`src/rtl/bram_filter_frame_sequencer_pkg.sv`:
```
// Shared types and helpers for the frame sequencer in front of bram_filter_system.
// Contents:
//   seq_state_t  - sequencer states (IDLE, RUN, DRAIN, DONE)
//   pix_count    - pixels in one decimated frame
//   cnt_width    - bits needed to hold a beat count from 0 up to and including N
package bram_filter_seq_pkg;

    typedef enum logic [1:0] {
        IDLE  = 2'd0,
        RUN   = 2'd1,
        DRAIN = 2'd2,
        DONE  = 2'd3
    } seq_state_t;

    localparam int unsigned FRAME_COUNT_W = 16;

    function automatic int unsigned pix_count(input int unsigned w, input int unsigned h);
        return w * h;
    endfunction

    function automatic int unsigned cnt_width(input int unsigned n);
        return $clog2(n + 1);
    endfunction

endpackage

```
`src/rtl/bram_filter_frame_sequencer_beat_counter.sv`:
```
// Per-stream beat counter, saturating at N.
// Ports:
//   clk, reset  - clock, asynchronous active-high reset
//   clear       - synchronous clear on frame entry (wins over beat)
//   beat        - one handshake completed this cycle
//   count       - beats seen this frame (0..N)
//   at_limit    - count == N
//   will_hit    - count + beat == N (limit reached including the current beat)
module frame_beat_counter
    import bram_filter_seq_pkg::*;
#(
    parameter int unsigned N = 8
) (
    input  logic                      clk,
    input  logic                      reset,
    input  logic                      clear,
    input  logic                      beat,
    output logic [cnt_width(N)-1:0]   count,
    output logic                      at_limit,
    output logic                      will_hit
);

    localparam int unsigned W = cnt_width(N);

    logic [W:0] sum;

    always_ff @(posedge clk or posedge reset) begin
        if (reset) begin
            count <= '0;
        end else if (clear) begin
            count <= '0;
        end else if (beat && !at_limit) begin
            count <= count + 1'b1;
        end
    end

    // One extra bit so count+beat never wraps before the compare.
    assign sum      = {1'b0, count} + {{W{1'b0}}, beat};
    assign at_limit = (count == W'(N));
    assign will_hit = (sum == (W + 1)'(N));

endmodule

```
`src/rtl/bram_filter_frame_sequencer.sv`:
```
// Frame-level admission controller for bram_filter_system. Admits exactly one
// decimated frame on each input stream, then holds both streams until the
// filter has emitted a full frame of output beats.
// Ports:
//   clk, reset                - clock, asynchronous active-high reset
//   start, continuous         - frame request / chain frames back to back
//   disp_conf_up_* / _dn_*    - disparity/confidence stream, gated pass-through
//   gray_up_* / gray_dn_*     - gray pixel stream, gated pass-through
//   filt_out_valid/_ready     - filter output handshake monitor
//   busy                      - high in RUN and DRAIN
//   frame_done                - one-cycle pulse per completed frame
//   frame_count               - completed frames, wraps at 2^16
//   out_err                   - sticky: output beat seen outside RUN/DRAIN
module bram_filter_frame_sequencer
    import bram_filter_seq_pkg::*;
#(
    parameter int unsigned dec_frame_w = 120,
    parameter int unsigned dec_frame_h = 240,
    parameter int unsigned disp_conf_w = 16,
    parameter int unsigned gray_w      = 8
) (
    input  logic                      clk,
    input  logic                      reset,
    input  logic                      start,
    input  logic                      continuous,
    input  logic [disp_conf_w-1:0]    disp_conf_up_data,
    input  logic                      disp_conf_up_valid,
    output logic                      disp_conf_up_ready,
    output logic [disp_conf_w-1:0]    disp_conf_dn_data,
    output logic                      disp_conf_dn_valid,
    input  logic                      disp_conf_dn_ready,
    input  logic [gray_w-1:0]         gray_up_data,
    input  logic                      gray_up_valid,
    output logic                      gray_up_ready,
    output logic [gray_w-1:0]         gray_dn_data,
    output logic                      gray_dn_valid,
    input  logic                      gray_dn_ready,
    input  logic                      filt_out_valid,
    input  logic                      filt_out_ready,
    output logic                      busy,
    output logic                      frame_done,
    output logic [FRAME_COUNT_W-1:0]  frame_count,
    output logic                      out_err
);

    localparam int unsigned N  = pix_count(dec_frame_w, dec_frame_h);
    localparam int unsigned CW = cnt_width(N);

    seq_state_t state, next_state;

    logic          run;
    logic          clear;
    logic          dc_beat, gr_beat, out_beat;
    logic [CW-1:0] dc_cnt, gr_cnt, out_cnt;
    logic          dc_lim, gr_lim, out_lim;
    logic          dc_hit, gr_hit, out_hit;
    logic          out_reached;
    logic          unused_counts;

    assign run = (state == RUN);

    // Straight pass-through; only the handshake is gated.
    assign disp_conf_dn_data  = disp_conf_up_data;
    assign disp_conf_dn_valid = disp_conf_up_valid & run & ~dc_lim;
    assign disp_conf_up_ready = disp_conf_dn_ready & run & ~dc_lim;

    assign gray_dn_data  = gray_up_data;
    assign gray_dn_valid = gray_up_valid & run & ~gr_lim;
    assign gray_up_ready = gray_dn_ready & run & ~gr_lim;

    assign dc_beat  = disp_conf_dn_valid & disp_conf_dn_ready;
    assign gr_beat  = gray_dn_valid & gray_dn_ready;
    assign out_beat = filt_out_valid & filt_out_ready;

    // Output counter saturates, so a beat while already at N must still
    // read as "reached" even though count+beat overshoots.
    assign out_reached = out_lim | out_hit;

    // Only the limit flags steer the FSM; raw counts are kept for visibility.
    assign unused_counts = ^{dc_cnt, gr_cnt, out_cnt};

    frame_beat_counter #(.N(N)) u_dc_cnt (
        .clk      (clk),
        .reset    (reset),
        .clear    (clear),
        .beat     (dc_beat),
        .count    (dc_cnt),
        .at_limit (dc_lim),
        .will_hit (dc_hit)
    );

    frame_beat_counter #(.N(N)) u_gr_cnt (
        .clk      (clk),
        .reset    (reset),
        .clear    (clear),
        .beat     (gr_beat),
        .count    (gr_cnt),
        .at_limit (gr_lim),
        .will_hit (gr_hit)
    );

    frame_beat_counter #(.N(N)) u_out_cnt (
        .clk      (clk),
        .reset    (reset),
        .clear    (clear),
        .beat     (out_beat),
        .count    (out_cnt),
        .at_limit (out_lim),
        .will_hit (out_hit)
    );

    always_comb begin
        next_state = state;
        case (state)
            IDLE:    if (start || continuous) next_state = RUN;
            RUN:     if (dc_hit && gr_hit) next_state = out_reached ? DONE : DRAIN;
            DRAIN:   if (out_reached) next_state = DONE;
            DONE:    next_state = (continuous || start) ? RUN : IDLE;
            default: next_state = IDLE;
        endcase
    end

    // Counters restart whenever a frame is entered (from IDLE or DONE).
    assign clear = (next_state == RUN) && (state != RUN);

    always_ff @(posedge clk or posedge reset) begin
        if (reset) begin
            state       <= IDLE;
            busy        <= 1'b0;
            frame_done  <= 1'b0;
            frame_count <= '0;
            out_err     <= 1'b0;
        end else begin
            state      <= next_state;
            busy       <= (next_state == RUN) || (next_state == DRAIN);
            frame_done <= (next_state == DONE);
            if (next_state == DONE) begin
                frame_count <= frame_count + 1'b1;
            end
            if (out_beat && (state == IDLE || state == DONE)) begin
                out_err <= 1'b1;
            end
        end
    end

endmodule
```
`config.mk`:
```
export PLATFORM = sky130hd
export DESIGN_NAME = bram_filter_frame_sequencer
export DESIGN_NICKNAME = d
export VERILOG_FILES = /design/src/rtl/bram_filter_frame_sequencer_pkg.sv /design/src/rtl/bram_filter_frame_sequencer_beat_counter.sv /design/src/rtl/bram_filter_frame_sequencer.sv
export SDC_FILE = /design/constraint.sdc
export NUM_CORES = 1
export LEC_CHECK = 0
export BUFFER_PORTS_ARGS = -buffer_cell sky130_fd_sc_hd__buf_2
export CORE_UTILIZATION = 25
export CTS_BUF_LIST = sky130_fd_sc_hd__clkbuf_2
export DETAILED_ROUTE_END_ITERATION = 10
export MAX_ROUTING_LAYER = met4
export RECOVER_POWER = 100
export SKIP_CTS_REPAIR_TIMING = 1
export SLEW_MARGIN = 5
export SYNTH_ARGS = -nofsm -noshare
export SYNTH_HDL_FRONTEND = slang
export SYNTH_SLANG_ARGS = --single-unit
```
`constraint.sdc`:
```
create_clock -name clk -period 10.5 [get_ports clk]
set_input_delay 1.05 -clock clk [delete_from_list [all_inputs] [get_ports clk]]
set_output_delay 1.05 -clock clk [all_outputs]
set_load 0.01 [all_outputs]
```
==> results.txt, run 1 <==
The flow ran to the end, but the final reports show violations. The checks that failed: capacitance limit, slew limit. The number of nets with antenna violations after detailed routing is 0. The number of max-slew violations in the final report is 67.

For this run, the slowest stage of the critical path takes 1.02 ns. By area, the combinational part of the netlist is dominated by simple AND/OR/NAND/NOR gates. Port buffering added 32 buffers. The die covers 18500 µm².

The internal cell power is 0.421 mW. The largest driver fanout on the critical path is 28. The latest clock arrival within the worst-skew pair came out at 0.55 ns. Of the total power, the share spent switching nets is 34.4%. The synthesized netlist devotes 8.76% of its cell area to compound gates. The number of nets in the layout came out at 562. The clock buffer count from CTS is 9. The via count of the first global-routing pass is 3367. During synthesis, Yosys emitted a total of 0 warnings. The cell sitting at the root of the clock tree is a clkbuf_2. The number of filler cells placed in the layout came out at 1895. The worst hold-check path type is reg2reg. In this run, synthesis inferred 0 flip-flops with an integrated enable. The share of the clock period used by the worst path came out at 61.7%.

The CTS tree is done. After the first detailed-routing iteration, the DRC count stood at 113. The clock tree skew after final layout is 0.0241 ns. The I/O pin count is 81. The synthesized area per cell is 8.70 µm². The critical path in this run is classified as reg2reg.

The initial utilization of the core area, before any placement, comes to 25.7%. Once detailed placement completed, the half-perimeter wirelength came to 6.72 mm. Setup repair after global routing left no endpoint under its margin. For this design, the slowest cell found on the critical path is clkbuf_1.

The most frequent cell on the critical path is ha_1. The area used by multi-input combinational logic is 2420 µm². The combinational fraction of design power came out at 23.6%. The average wire length per cell after detail routing came out at 12.8 µm. The power per cell area is 135 nW/µm². The largest net degree at the start of global routing came out at 67.

The share of the synthesized netlist area taken by xor and xnor gates came out at 11.9%. The number of levels the H-tree was split into is 3. The proportion of power drawn by flip-flops and latches came out at 45.4%. The number of instances in the synthesized netlist is 515.

The count of clock tree sinks is 66. The area added between synthesis and finish is 5.58%. Global routing used 11.7% of the available tracks. The clock input transition at the sequential cells of the worst setup and hold paths is 0.20 ns. From bottom edge to top edge, the die measures 136 µm. Summing internal, switching and leakage power gives 0.641 mW. The total nets after synthesis is 568. The max-capacitance violation count is 1. Per report_power, the clock group accounts for 30.9% of the total. The site row count is 48. The residual DRC count came out at 0. Synthesis instantiated 57 different standard cells from the library. The sequential cell area is 1650 µm². In the synthesized netlist the dominant register cell turns out to be dfrtp_1. The congestion estimate from routability-driven global placement came to 0.835.

The share of async-settable or async-resettable flops after synthesis came out at 100%. The core region area is 17400 µm². STA classifies the critical path startpoint as a flop. The sequential element share of the synthesized area came out at 36.8%. The kind of end point of the critical path is a flop. For flop-to-flop paths, the worst setup slack is 4.02 ns. The simple-gate area share of the yosys netlist came out at 26.6%. The clock passes through at most 2 buffers. The area share of fa/ha/maj cells after synthesis is 5.30%. From left edge to right edge, the die measures 136 µm. Adding up every negative setup slack in the final design gives 0 ns. The reported net switching power came out at 0.220 mW.

The aggregate routed wire length came out at 9.49 mm. After synthesis the cells add up to 4480 µm². Data arrives at the worst endpoint at 6.86 ns. The remaining global-route overflow came out at 0. Of the cells placed in the final design, the portion with a size suffix greater than 1 is 6.81%. In the routed layout, each cell is associated on average with a via count of 4.70. In this run the static leakage power is 1.91 nW. For the pin with the worst max-slew slack, the measured transition is 3.52 ns. The iteration count of the initial detailed-routing pass came out at 4. The wire length of the first global-routing pass came out at 16.6 mm. Walking the worst path, the cells encountered are inv_1 -> ha_1 -> or4b_1 -> o41a_1 -> and3_1 -> ha_1 -> ha_1 -> xnor2_1 -> nand4_1 -> nor3_1 -> o2111ai_1 -> nor4_1 -> o21ai_0 -> a211oi_1 -> ha_1 -> nor2b_1 -> clkbuf_1 -> nor3_1.

The required time at the endpoint of the critical path is 10.88 ns. Setup violations remaining at the end of the flow were counted as 0. The number of antenna violations at the first check in global routing is 0.

The share of synthesized area spent on multiplexers came out at 1.59%. The number of synthesized register bits is 66. The count of final hold-check violations is 0.

The worst-case IR drop observed on VDD is 0.0000633 V. The final antenna diode count is 0. The relative slew slack is -134%. The via count came out at 3470. The worst path in the final design needs a cycle of 6.48 ns, including I/O delays and setup. Timing would allow up to 154 MHz.
==> worst paths after layout <==
check,start,end,cells past startpoint
min,out_err,out_err,1
max,u_gr_cnt.count[1],u_dc_cnt.count[6],18
max reg2reg,u_gr_cnt.count[1],u_dc_cnt.count[6],18
max in group asynchronous,reset,u_out_cnt.count[11],3
min reg2reg,out_err,out_err,1
min in group asynchronous,reset,frame_count[11],3
==> flip-flops by register name (all words and copies together) (netlist names) <==
register / count
u_out_cnt.count: 15
u_dc_cnt.count: 15
u_gr_cnt.count: 15
frame_count: 16
out_err: 1
busy: 1
state: 2
frame_done: 1
==> layout make-up <==
type	count	area share, %
clock buffers	10	1.06
clock inverters	6	2.22
repair buffers	34	2.96
inverters	23	1.82
multi-input cells	375	51.1
flip-flops and latches	66	34.9
well taps	225	5.95
==> metrics by stage <==
step / hold WS [ns] / instances / setup WS, ns / cell area, µm² / utilization (%)
final: 0.481 / 739 / 4.02 / 4730 / 27.2
after global routing: 0.498 / 739 / 3.22 / 4730 / 27.2
after CTS: 0.486 / 739 / 5.05 / 4780 / 27.5
after detailed placement: 0.441 / 723 / 5.10 / 4630 / 26.6
after global placement: 0.442 / 723 / 5.13 / 4630 / 26.6
after floorplan: 0.493 / 515 / 5.66 / 4480 / -
==> critical path: cells and delay by family, from the launching register on <==
kind	cells	cell delay [ns]
AND/OR/NAND/NOR	7	2.48
AO/OA/AOI/OAI	4	1.25
buffers and inverters	2	1.12
adder cells (fa/ha/maj)	4	0.81
flip-flops	1	0.49
XOR/XNOR	1	0.16
==> metal layers <==
layer	track usage, %	vias to the layer above	share of wire, %
li1	-	1751	-
met4	3.83	0	2.1
met5	-	-	0
met1	14.5	1642	49
met3	3.62	15	4.0
met2	18.2	62	45
==> placed cells by master, fill, tap and decap left out, drive strengths merged, types with 6 or more instances in the layout <==
cell,instances
nor2,75
dfrtp,66
nand2,37
xnor2,34
clkbuf,34
nand4,29
xor2,27
inv,23
nand3,21
ha,19
nor3,15
o21ai,14
a21oi,13
or3,11
buf,10
nor4,10
and2,7
mux2i,6
==> synthesized netlist by cell type, drive strengths merged (10+ instances only) <==
master	count	area [µm²]
nand4	29	188
nand3	21	110
or3	11	73.8
xnor2	34	298
ha	19	238
xor2	27	236
nor4	10	87.6
nor3	15	75.1
a21oi	13	65.1
inv	23	86.3
nand2	37	139
buf	44	289
nor2	75	282
o21ai	14	73.8
dfrtp	66	1650
==> power groups by stage <==
stage	Combinational [mW]	Clock [mW]	Sequential, mW
detailed placement	0.162	0	0.296
global route	0.179	0.218	0.295
global placement	0.160	0	0.295
finish	0.151	0.198	0.291
floorplan	0.129	0	0.288
CTS	0.164	0.208	0.291
==> cells by family after synthesis <==
kind of cell,count (synthesis)
compound gates,57
flops,66
xor+xnor,61
simple gates,231
mux,7
fa+ha+maj,19
buf+inv,74
Power figures use the tool's default switching activity.
==> run 2: changes to the inputs <==
==> constraint.sdc (replaced) <==
create_clock -name clk -period 5.4 [get_ports clk]
set_input_delay 0.54 -clock clk [delete_from_list [all_inputs] [get_ports clk]]
set_output_delay 0.54 -clock clk [all_outputs]
set_load 0.01 [all_outputs]
==> run 2 against run 1 <==
Compared with the run above:
- the flow still finishes with violations (capacitance limit, slew limit)
- final area rose by 1.3%
- total power rose by 93%
- register-to-register slack got worse by 3.6 ns
- sequential power rose by 92%
- hold slack got worse by 0.050 ns
- non-clock buffer count rose by 8
- clock skew rose by 0.0025 ns
- clock power rose by 76%
- first-iteration DRC count rose by 50%
- sequential share of layout area fell by 0.45 points
==> results.txt, run 2 (synthesized netlist as in run 1, its figures left out) <==
Result of the run: complete, but fails checks (unchanged). Failing checks: capacitance limit, slew limit (unchanged). The sum of met2 wire segment lengths after detailed routing came to 4.51 mm (was 4.29 mm). The largest net degree at the start of global routing came out at 67 (unchanged). The overall routing resource usage is 12.0% (was 11.7%). The placed instance count came to 731 (was 723). The worst-case reg-to-reg path depth was 18 (unchanged). The initial detailed-routing violation count was 170 (was 113). The aggregate routed wire length came out at 9.78 mm (was 9.49 mm). The cell count along the critical path came out at 18 (unchanged). The worst hold slack is 0.431 ns (was 0.481 ns). The source of the critical timing path is u_gr_cnt.count[4] (was u_gr_cnt.count[1]). The vertical die dimension is 136 µm (unchanged). The worst-margin pin slew is 3.59 ns (was 3.52 ns).

The cell class contributing the biggest share of worst-path delay is simple AND/OR/NAND/NOR gates (unchanged). The via count is 3499 (was 3470). The full die area came out at 18500 µm² (unchanged). The CTS tree is done (unchanged). The share of the clock period used by the worst path was 92.8% (was 61.7%). The summed negative setup slack over all endpoints is 0 ns (unchanged). The buffer type at the clock tree root is clkbuf_2 (unchanged). The clock buffer count from CTS came out at 9 (unchanged). The number of nets in the layout is 570 (was 562). The sequential cell area came to 1650 µm² (unchanged). The length of routed met3 wiring is 369 µm (was 376 µm). The maximum clock path buffer count is 2 (unchanged). The remaining global-route overflow came out at 0 (unchanged). The HPWL after detailed placement came to 7.03 mm (was 6.72 mm).

The max-capacitance violation count came out at 1 (unchanged). The site row count came out at 48 (unchanged). The share of layout cells above drive strength 1 came out at 9.58% (was 6.81%). The post-layout minimum cycle time is 5.01 ns (was 6.48 ns). The worst-case vdd ir drop was 0.000157 V (was 0.0000633 V).

The slowest stage cell on the critical path is or4b_1 (was clkbuf_1). The number of antenna violations at the first check in global routing came out at 0 (unchanged). The flop-to-flop setup slack came out at 0.39 ns (was 4.02 ns).

The final non-filler cell total is 747 (was 739). The number of max-slew violations in the final report came to 67 (unchanged). The register containing the most flip-flops in the final layout is frame_count (unchanged). The residual DRC count is 0 (unchanged). The number of levels the H-tree was split into was 3 (unchanged). The area used by multi-input combinational logic is 2440 µm² (was 2420 µm²). The total routed wire length on the met1 layer is 4.83 mm (was 4.62 mm). Top library cells by usage in the layout, fill and taps aside: nor2_1, dfrtp_1, nand2_1, xnor2_1, nand4_1 (unchanged). Chain of cells forming the critical path: or4b_1 -> o41a_1 -> and3_1 -> ha_1 -> ha_1 -> nand4_1 -> or2_2 -> a41oi_1 -> o21a_1 -> or4b_1 -> nor3_2 -> o31a_1 -> ha_1 -> and3_1 -> and3_2 -> nand4_1 -> nor3_1 -> xnor2_1 (was inv_1 -> ha_1 -> or4b_1 -> o41a_1 -> and3_1 -> ha_1 -> ha_1 -> xnor2_1 -> nand4_1 -> nor3_1 -> o2111ai_1 -> nor4_1 -> o21ai_0 -> a211oi_1 -> ha_1 -> nor2b_1 -> clkbuf_1 -> nor3_1).

The total power of the final layout is 1.23 mW (was 0.641 mW). The final number of setup-violating endpoints is 0 (unchanged). The largest driver fanout on the critical path is 8 (was 28). The relative slew slack is -139% (was -134%). The top achievable clock speed came out at 199 MHz (was 154 MHz). The wire length of the first global-routing pass is 17.1 mm (was 16.6 mm). The latest clock arrival within the worst-skew pair is 0.55 ns (about the same).

The last weighted congestion value of the routability-driven placer came out at 0.856 (was 0.835). The effective utilization at floorplan is 25.7% (unchanged). The power per cell area is 257 nW/µm² (was 135 nW/µm²). The number of buffers and inverters on the critical path is 0 (was 2). The number of nets with antenna violations after detailed routing is 0 (unchanged). The final antenna diode count was 0 (unchanged). The start-to-end type of the worst setup path was reg2reg (unchanged).

The startpoint kind of the worst setup timing path is a flop (unchanged). The clock input transition at the sequential cells of the worst setup and hold paths came out at 0.21 ns (was 0.20 ns). The terminus of the critical flop-to-flop path is frame_count[11] (was u_dc_cnt.count[6]). The arrival time at the worst endpoint came to 5.51 ns (was 6.86 ns). The total leakage power was 1.94 nW (was 1.91 nW).

The count of clock tree sinks came out at 66 (unchanged). Setup repair after global routing missed its margin: no (unchanged). The chip width is 136 µm (unchanged).

The top metal layer carrying routed signals is met4 (unchanged). The kind of end point of the critical path was a flop (unchanged). The clock tree skew after final layout is 0.0265 ns (was 0.0241 ns). The launch instance of the worst register-to-register path is u_gr_cnt.count[4] (was u_gr_cnt.count[1]). The average wire length per cell after detail routing is 13.1 µm (was 12.8 µm). The via count of the first global-routing pass came out at 3419 (was 3367). The average vias per placed instance came to 4.68 (was 4.70). The leading cell type in the layout, fill and taps excluded was nor2_1 (unchanged). The required time at the endpoint of the critical path is 5.90 ns (was 10.88 ns).

The worst hold-check path type is in2reg (was reg2reg). The I/O pin count came out at 81 (unchanged). The destination of the critical timing path is frame_count[11] (was u_dc_cnt.count[6]). The area added between synthesis and finish came out at 6.95% (was 5.58%). The most frequent cell on the critical path was ha_1 (unchanged). The number of filler cells placed in the layout came out at 1919 (was 1895).

The core region area came to 17400 µm² (unchanged). The count of input and output buffers came out at 32 (unchanged). The count of final hold-check violations was 0 (unchanged).

The iteration count of the initial detailed-routing pass came out at 4 (unchanged). The number of flip-flops in the largest register is 16 (unchanged). The highest cell delay on the worst timing path came out at 0.54 ns (was 1.02 ns).
run 2: changes by cell type in the layout (fill, tap and decap cells not counted), sizes merged:
cell and change:
clkinv +1, clkinvlp +1, buf +7, bufinv -1
run 2: worst min-delay path by stage:
stage | start | end | slack [ns] | cells after the start
6_report | continuous | state[1] | 0.43 | 5
2_1_floorplan | out_err | out_err | 0.49 | 1
5_1_grt | filt_out_ready | out_err | 0.42 | 3
4_1_cts | reset | frame_count[14] | 0.21 | 3
3_3_place_gp | out_err | out_err | 0.44 | 1
3_5_place_dp | out_err | out_err | 0.45 | 1
run 2: layer usage:
| metal | vias up | GRT usage, % |
|---|---|---|
| met4 | 0 | 2.22 |
| li1 | 1767 | - |
| met5 | - | - |
| met1 | 1681 | 15.7 |
| met3 | 6 | 3.28 |
| met2 | 45 | 18.5 |
run 2: worst min-delay path: stages:
cell and delay [ns]:
buf_2 0.12, o21ai_0 0.08, o31ai_1 0.06, a21oi_1 0.05, o31a_1 0.12
run 2: power by group:
| group | internal [mW] | switching [mW] | leakage (nW) |
|---|---|---|---|
| logic | 0.109 | 0.219 | 0.968 |
| registers | 0.523 | 0.0346 | 0.899 |
| clock network | 0.152 | 0.197 | 0.0779 |
| total | 0.785 | 0.450 | 1.94 |
run 2: final cells by class:
cell class	instances	area share (%)
well taps	225	5.87
multi-input cells	375	50.9
flip-flops and latches	66	34.4
repair buffers	42	4.07
inverters	23	1.80
clock inverters	7	1.96
clock buffers	9	0.939
run 2: through the flow:
stage	instance area [µm²]	util (%)	setup WS [ns]
after global placement	4690	26.9	0.426
after CTS	4830	27.7	0.250
after detailed placement	4690	26.9	0.266
after global routing	4790	27.5	0.0260
final	4790	27.5	0.387
after floorplan	4480	-	0.560
==> run 3: changes to the inputs <==
--- a/config.mk
+++ b/config.mk
@@ -5,11 +5,13 @@
 export SDC_FILE = /design/constraint.sdc
 export NUM_CORES = 1
 export LEC_CHECK = 0
+export ABC_AREA = 1
 export BUFFER_PORTS_ARGS = -buffer_cell sky130_fd_sc_hd__buf_2
 export CORE_UTILIZATION = 25
 export CTS_BUF_LIST = sky130_fd_sc_hd__clkbuf_2
 export DETAILED_ROUTE_END_ITERATION = 10
 export MAX_ROUTING_LAYER = met4
+export PLACE_DENSITY = 0.44
 export RECOVER_POWER = 100
 export SKIP_CTS_REPAIR_TIMING = 1
 export SLEW_MARGIN = 5
==> run 3 against run 2 <==
Compared with the run above:
- the flow still finishes with violations (capacitance limit, slew limit)
- routed wire length is 45% higher
- sequential share of layout area is 4.7 points lower
- flip-flop and latch count did not move
- clock power decreased by 7.7%
- synthesized area up 15%
- register-to-register slack gained 0.26 ns
- via count rose by 38%
- final cell count rose by 40%
- critical endpoint is now frame_count[15]
==> results.txt, run 3 <==
The met2 usage in global routing is 23.4% (was 18.5%). The clock buffer count from CTS came out at 9 (unchanged). The design area came to 5550 µm² (was 4790 µm²). The most used routing layer is met2 (unchanged).

The final number of setup-violating endpoints came out at 0 (unchanged). The kind of end point of the critical path is a flop (unchanged). The total power of the final layout came out at 1.61 mW (was 1.23 mW). The start-to-end type of the worst setup path is reg2reg (unchanged).

The count of final hold-check violations is 0 (unchanged). The count of clock tree sinks is 66 (unchanged). The core region area was 20200 µm² (was 17400 µm²). The CTS tree is done (unchanged). The number of antenna violations at the first check in global routing was 0 (unchanged).

The arrival time at the worst endpoint is 5.25 ns (was 5.51 ns). The terminus of the critical flop-to-flop path is frame_count[15] (was frame_count[11]). The total leakage power came out at 2.40 nW (was 1.94 nW). The source of the critical timing path is u_gr_cnt.count[8] (was u_gr_cnt.count[4]). The sequential element share of the synthesized area was 31.9% (was 36.8%).

The clock tree skew after final layout was 0.0357 ns (was 0.0265 ns). The aggregate routed wire length came out at 14.1 mm (was 9.78 mm). The required time at the endpoint of the critical path came out at 5.89 ns (was 5.90 ns).

The effective utilization at floorplan is 25.6% (was 25.7%). The largest net degree at the start of global routing came out at 67 (unchanged). The worst-case vdd ir drop came out at 0.000225 V (was 0.000157 V).

The number of nets with antenna violations after detailed routing is 0 (unchanged). The average wire length per cell after detail routing was 13.5 µm (was 13.1 µm). The power per cell area came to 291 nW/µm² (was 257 nW/µm²). The count of input and output buffers came out at 32 (unchanged). The final setup slack of the worst path is 0.644 ns (was 0.387 ns). The most used standard cell by instance count after synthesis is nand2_1 (was nor2_1).

The area share of the largest cell type after synthesis came out at 31.9% (was 36.8%). The area share of fa/ha/maj cells after synthesis was 4.60% (was 5.30%). The post-placement worst setup slack is 0.724 ns (was 0.266 ns). The compound-cell area share of the yosys netlist is 8.23% (was 8.76%). The register containing the most flip-flops in the final layout is frame_count (unchanged). The worst hold-check path type is in2reg (unchanged). The placed instance count came out at 1033 (was 731). The top achievable clock speed came to 210 MHz (was 199 MHz).

The overall routing resource usage came out at 14.6% (was 12.0%). The residual DRC count came out at 0 (unchanged). The average vias per placed instance came to 4.60 (was 4.68). The worst hold slack came out at 0.196 ns (was 0.431 ns). The I/O pin count is 81 (unchanged). The highest cell delay on the worst timing path came out at 0.48 ns (was 0.54 ns). The combined area of all synthesized cells was 5170 µm² (was 4480 µm²). The leading cell type in the layout, fill and taps excluded is nand2_1 (was nor2_1). The most common flop cell mapped by yosys is dfrtp_1 (unchanged). The buffer type at the clock tree root is clkbuf_2 (unchanged).

The number of synthesized register bits came out at 66 (unchanged). The met1 layer usage reported by global route is 18.4% (was 15.7%). The worst-margin pin slew is 3.71 ns (was 3.59 ns).

The dominant combinational cell family by area after synthesis was simple AND/OR/NAND/NOR gates (unchanged). The clock input transition at the sequential cells of the worst setup and hold paths is 0.21 ns (about the same). Failing checks: capacitance limit, slew limit (unchanged). The maximum clock path buffer count is 2 (unchanged).

The number of nets in the layout came to 827 (was 570). The chip width is 146 µm (was 136 µm). Setup repair after global routing missed its margin: no (unchanged). The launch instance of the worst register-to-register path was u_gr_cnt.count[8] (was u_gr_cnt.count[4]).

The number of instances in the synthesized netlist came to 758 (was 515). The number of enable flip-flop cells after synthesis is 0 (unchanged). The site row count came out at 52 (was 48). The share of synthesized area spent on multiplexers is 0.218% (was 1.59%). The full die area is 21300 µm² (was 18500 µm²). The initial detailed-routing violation count is 262 (was 170). The flop-to-flop setup slack was 0.64 ns (was 0.39 ns). Ranking of synthesized cells by area: dfrtp_1, nand2_1, inv_1, nand3_1, nor2_1 (was dfrtp_1, xnor2_1, nor2_1, ha_1, xor2_1). Result of the run: complete, but fails checks (unchanged). The number of distinct library cells after synthesis is 38 (was 57).

The latest clock arrival within the worst-skew pair was 0.59 ns (was 0.55 ns). The simple-gate area share of the yosys netlist was 40.6% (was 26.6%). The slowest stage cell on the critical path is dfrtp_1 (was or4b_1). The post-layout minimum cycle time is 4.76 ns (was 5.01 ns).

The worst-case reg-to-reg path depth came out at 27 (was 18). The final non-filler cell total was 1049 (was 747). The share of async-settable or async-resettable flops after synthesis was 100% (unchanged).

The number of flip-flops in the largest register came out at 16 (unchanged). The synthesized area per cell is 6.82 µm² (was 8.70 µm²). The max-capacitance violation count was 1 (unchanged). The final antenna diode count is 0 (unchanged).

The final core area utilization was 27.4% (was 27.5%). The wire length of the first global-routing pass came to 24.0 mm (was 17.1 mm). The largest driver fanout on the critical path was 7 (was 8).

The HPWL after detailed placement is 10.9 mm (was 7.03 mm). The startpoint kind of the worst setup timing path was a flop (unchanged). Commonest cells post-synth: nand2_1, inv_1, nor2_1 (was nor2_1, dfrtp_1, nand2_1). The remaining global-route overflow was 0 (unchanged). The most area-hungry cell type in the Yosys netlist was dfrtp_1 (unchanged). The via count of the first global-routing pass came out at 4653 (was 3419). The number of levels the H-tree was split into is 3 (unchanged).

The last weighted congestion value of the routability-driven placer came out at 0.871 (was 0.856). The standard cell area after detailed placement is 5490 µm² (was 4690 µm²). The total nets after synthesis came out at 811 (was 568). The iteration count of the initial detailed-routing pass came out at 5 (was 4).

Top library cells by usage in the layout, fill and taps aside: nand2_1, inv_1, nor2_1, dfrtp_1, nand3_1 (was nor2_1, dfrtp_1, nand2_1, xnor2_1, nand4_1). The share of the synthesized netlist area taken by xor and xnor gates came out at 3.05% (was 11.9%). The share of layout cells above drive strength 1 came out at 10.1% (was 9.58%). The share of the clock period used by the worst path came out at 88.1% (was 92.8%). The global routing met3 resource utilization came out at 2.16% (was 3.28%). The number of max-slew violations in the final report was 67 (unchanged).

The number of warnings issued by yosys came to 0 (unchanged). The area added between synthesis and finish came to 7.43% (was 6.95%). The via count is 4823 (was 3499).

The relative slew slack is -148% (was -139%). The vertical die dimension was 146 µm (was 136 µm). The summed negative setup slack over all endpoints came to 0 ns (unchanged). The destination of the critical timing path is frame_count[15] (was frame_count[11]).
run 3: worst max-delay path, delay by kind of cell (launching register included):
family | cells | cell delay [ns]
AND/OR/NAND/NOR | 17 | 2.50
adder cells (fa/ha/maj) | 3 | 0.78
buffers and inverters | 5 | 0.57
flip-flops | 1 | 0.48
AO/OA/AOI/OAI | 1 | 0.20
XOR/XNOR | 1 | 0.15
run 3: kinds of logic after synthesis:
family	count (synthesis)
compound gates	79
xor+xnor	18
fa+ha+maj	19
buf+inv	131
flops	66
mux	1
simple gates	444
run 3: layout make-up:
type / count / area [µm²]
clock buffer: 9 / 45.0
clock inverter: 7 / 68.8
fill: 2243 / 14700
inverter: 100 / 377
multi-input combinational: 561 / 2920
sequential: 66 / 1650
tap: 270 / 338
timing repair buffer: 36 / 155
run 3: metal layers:
| metal | vias to the layer above | wire length [µm] |
|---|---|---|
| met5 | - | 0 |
| met4 | 0 | 352 |
| met3 | 26 | 489 |
| met2 | 95 | 6660 |
| met1 | 2206 | 6650 |
| li1 | 2496 | - |
run 3: worst min path at each step:
stage,startpoint,to,cells after the start
6_report,filt_out_ready,out_err,3
2_1_floorplan,u_dc_cnt.count[7],u_dc_cnt.count[7],1
3_3_place_gp,out_err,out_err,1
5_1_grt,filt_out_ready,out_err,3
3_5_place_dp,out_err,out_err,1
4_1_cts,filt_out_ready,out_err,3
run 3: where the power goes:
group | switching (mW) | internal (mW) | leakage, nW
clock | 0.218 | 0.105 | 0.0596
combinational | 0.430 | 0.221 | 1.47
sequential | 0.0777 | 0.564 | 0.876
total | 0.725 | 0.890 | 2.40
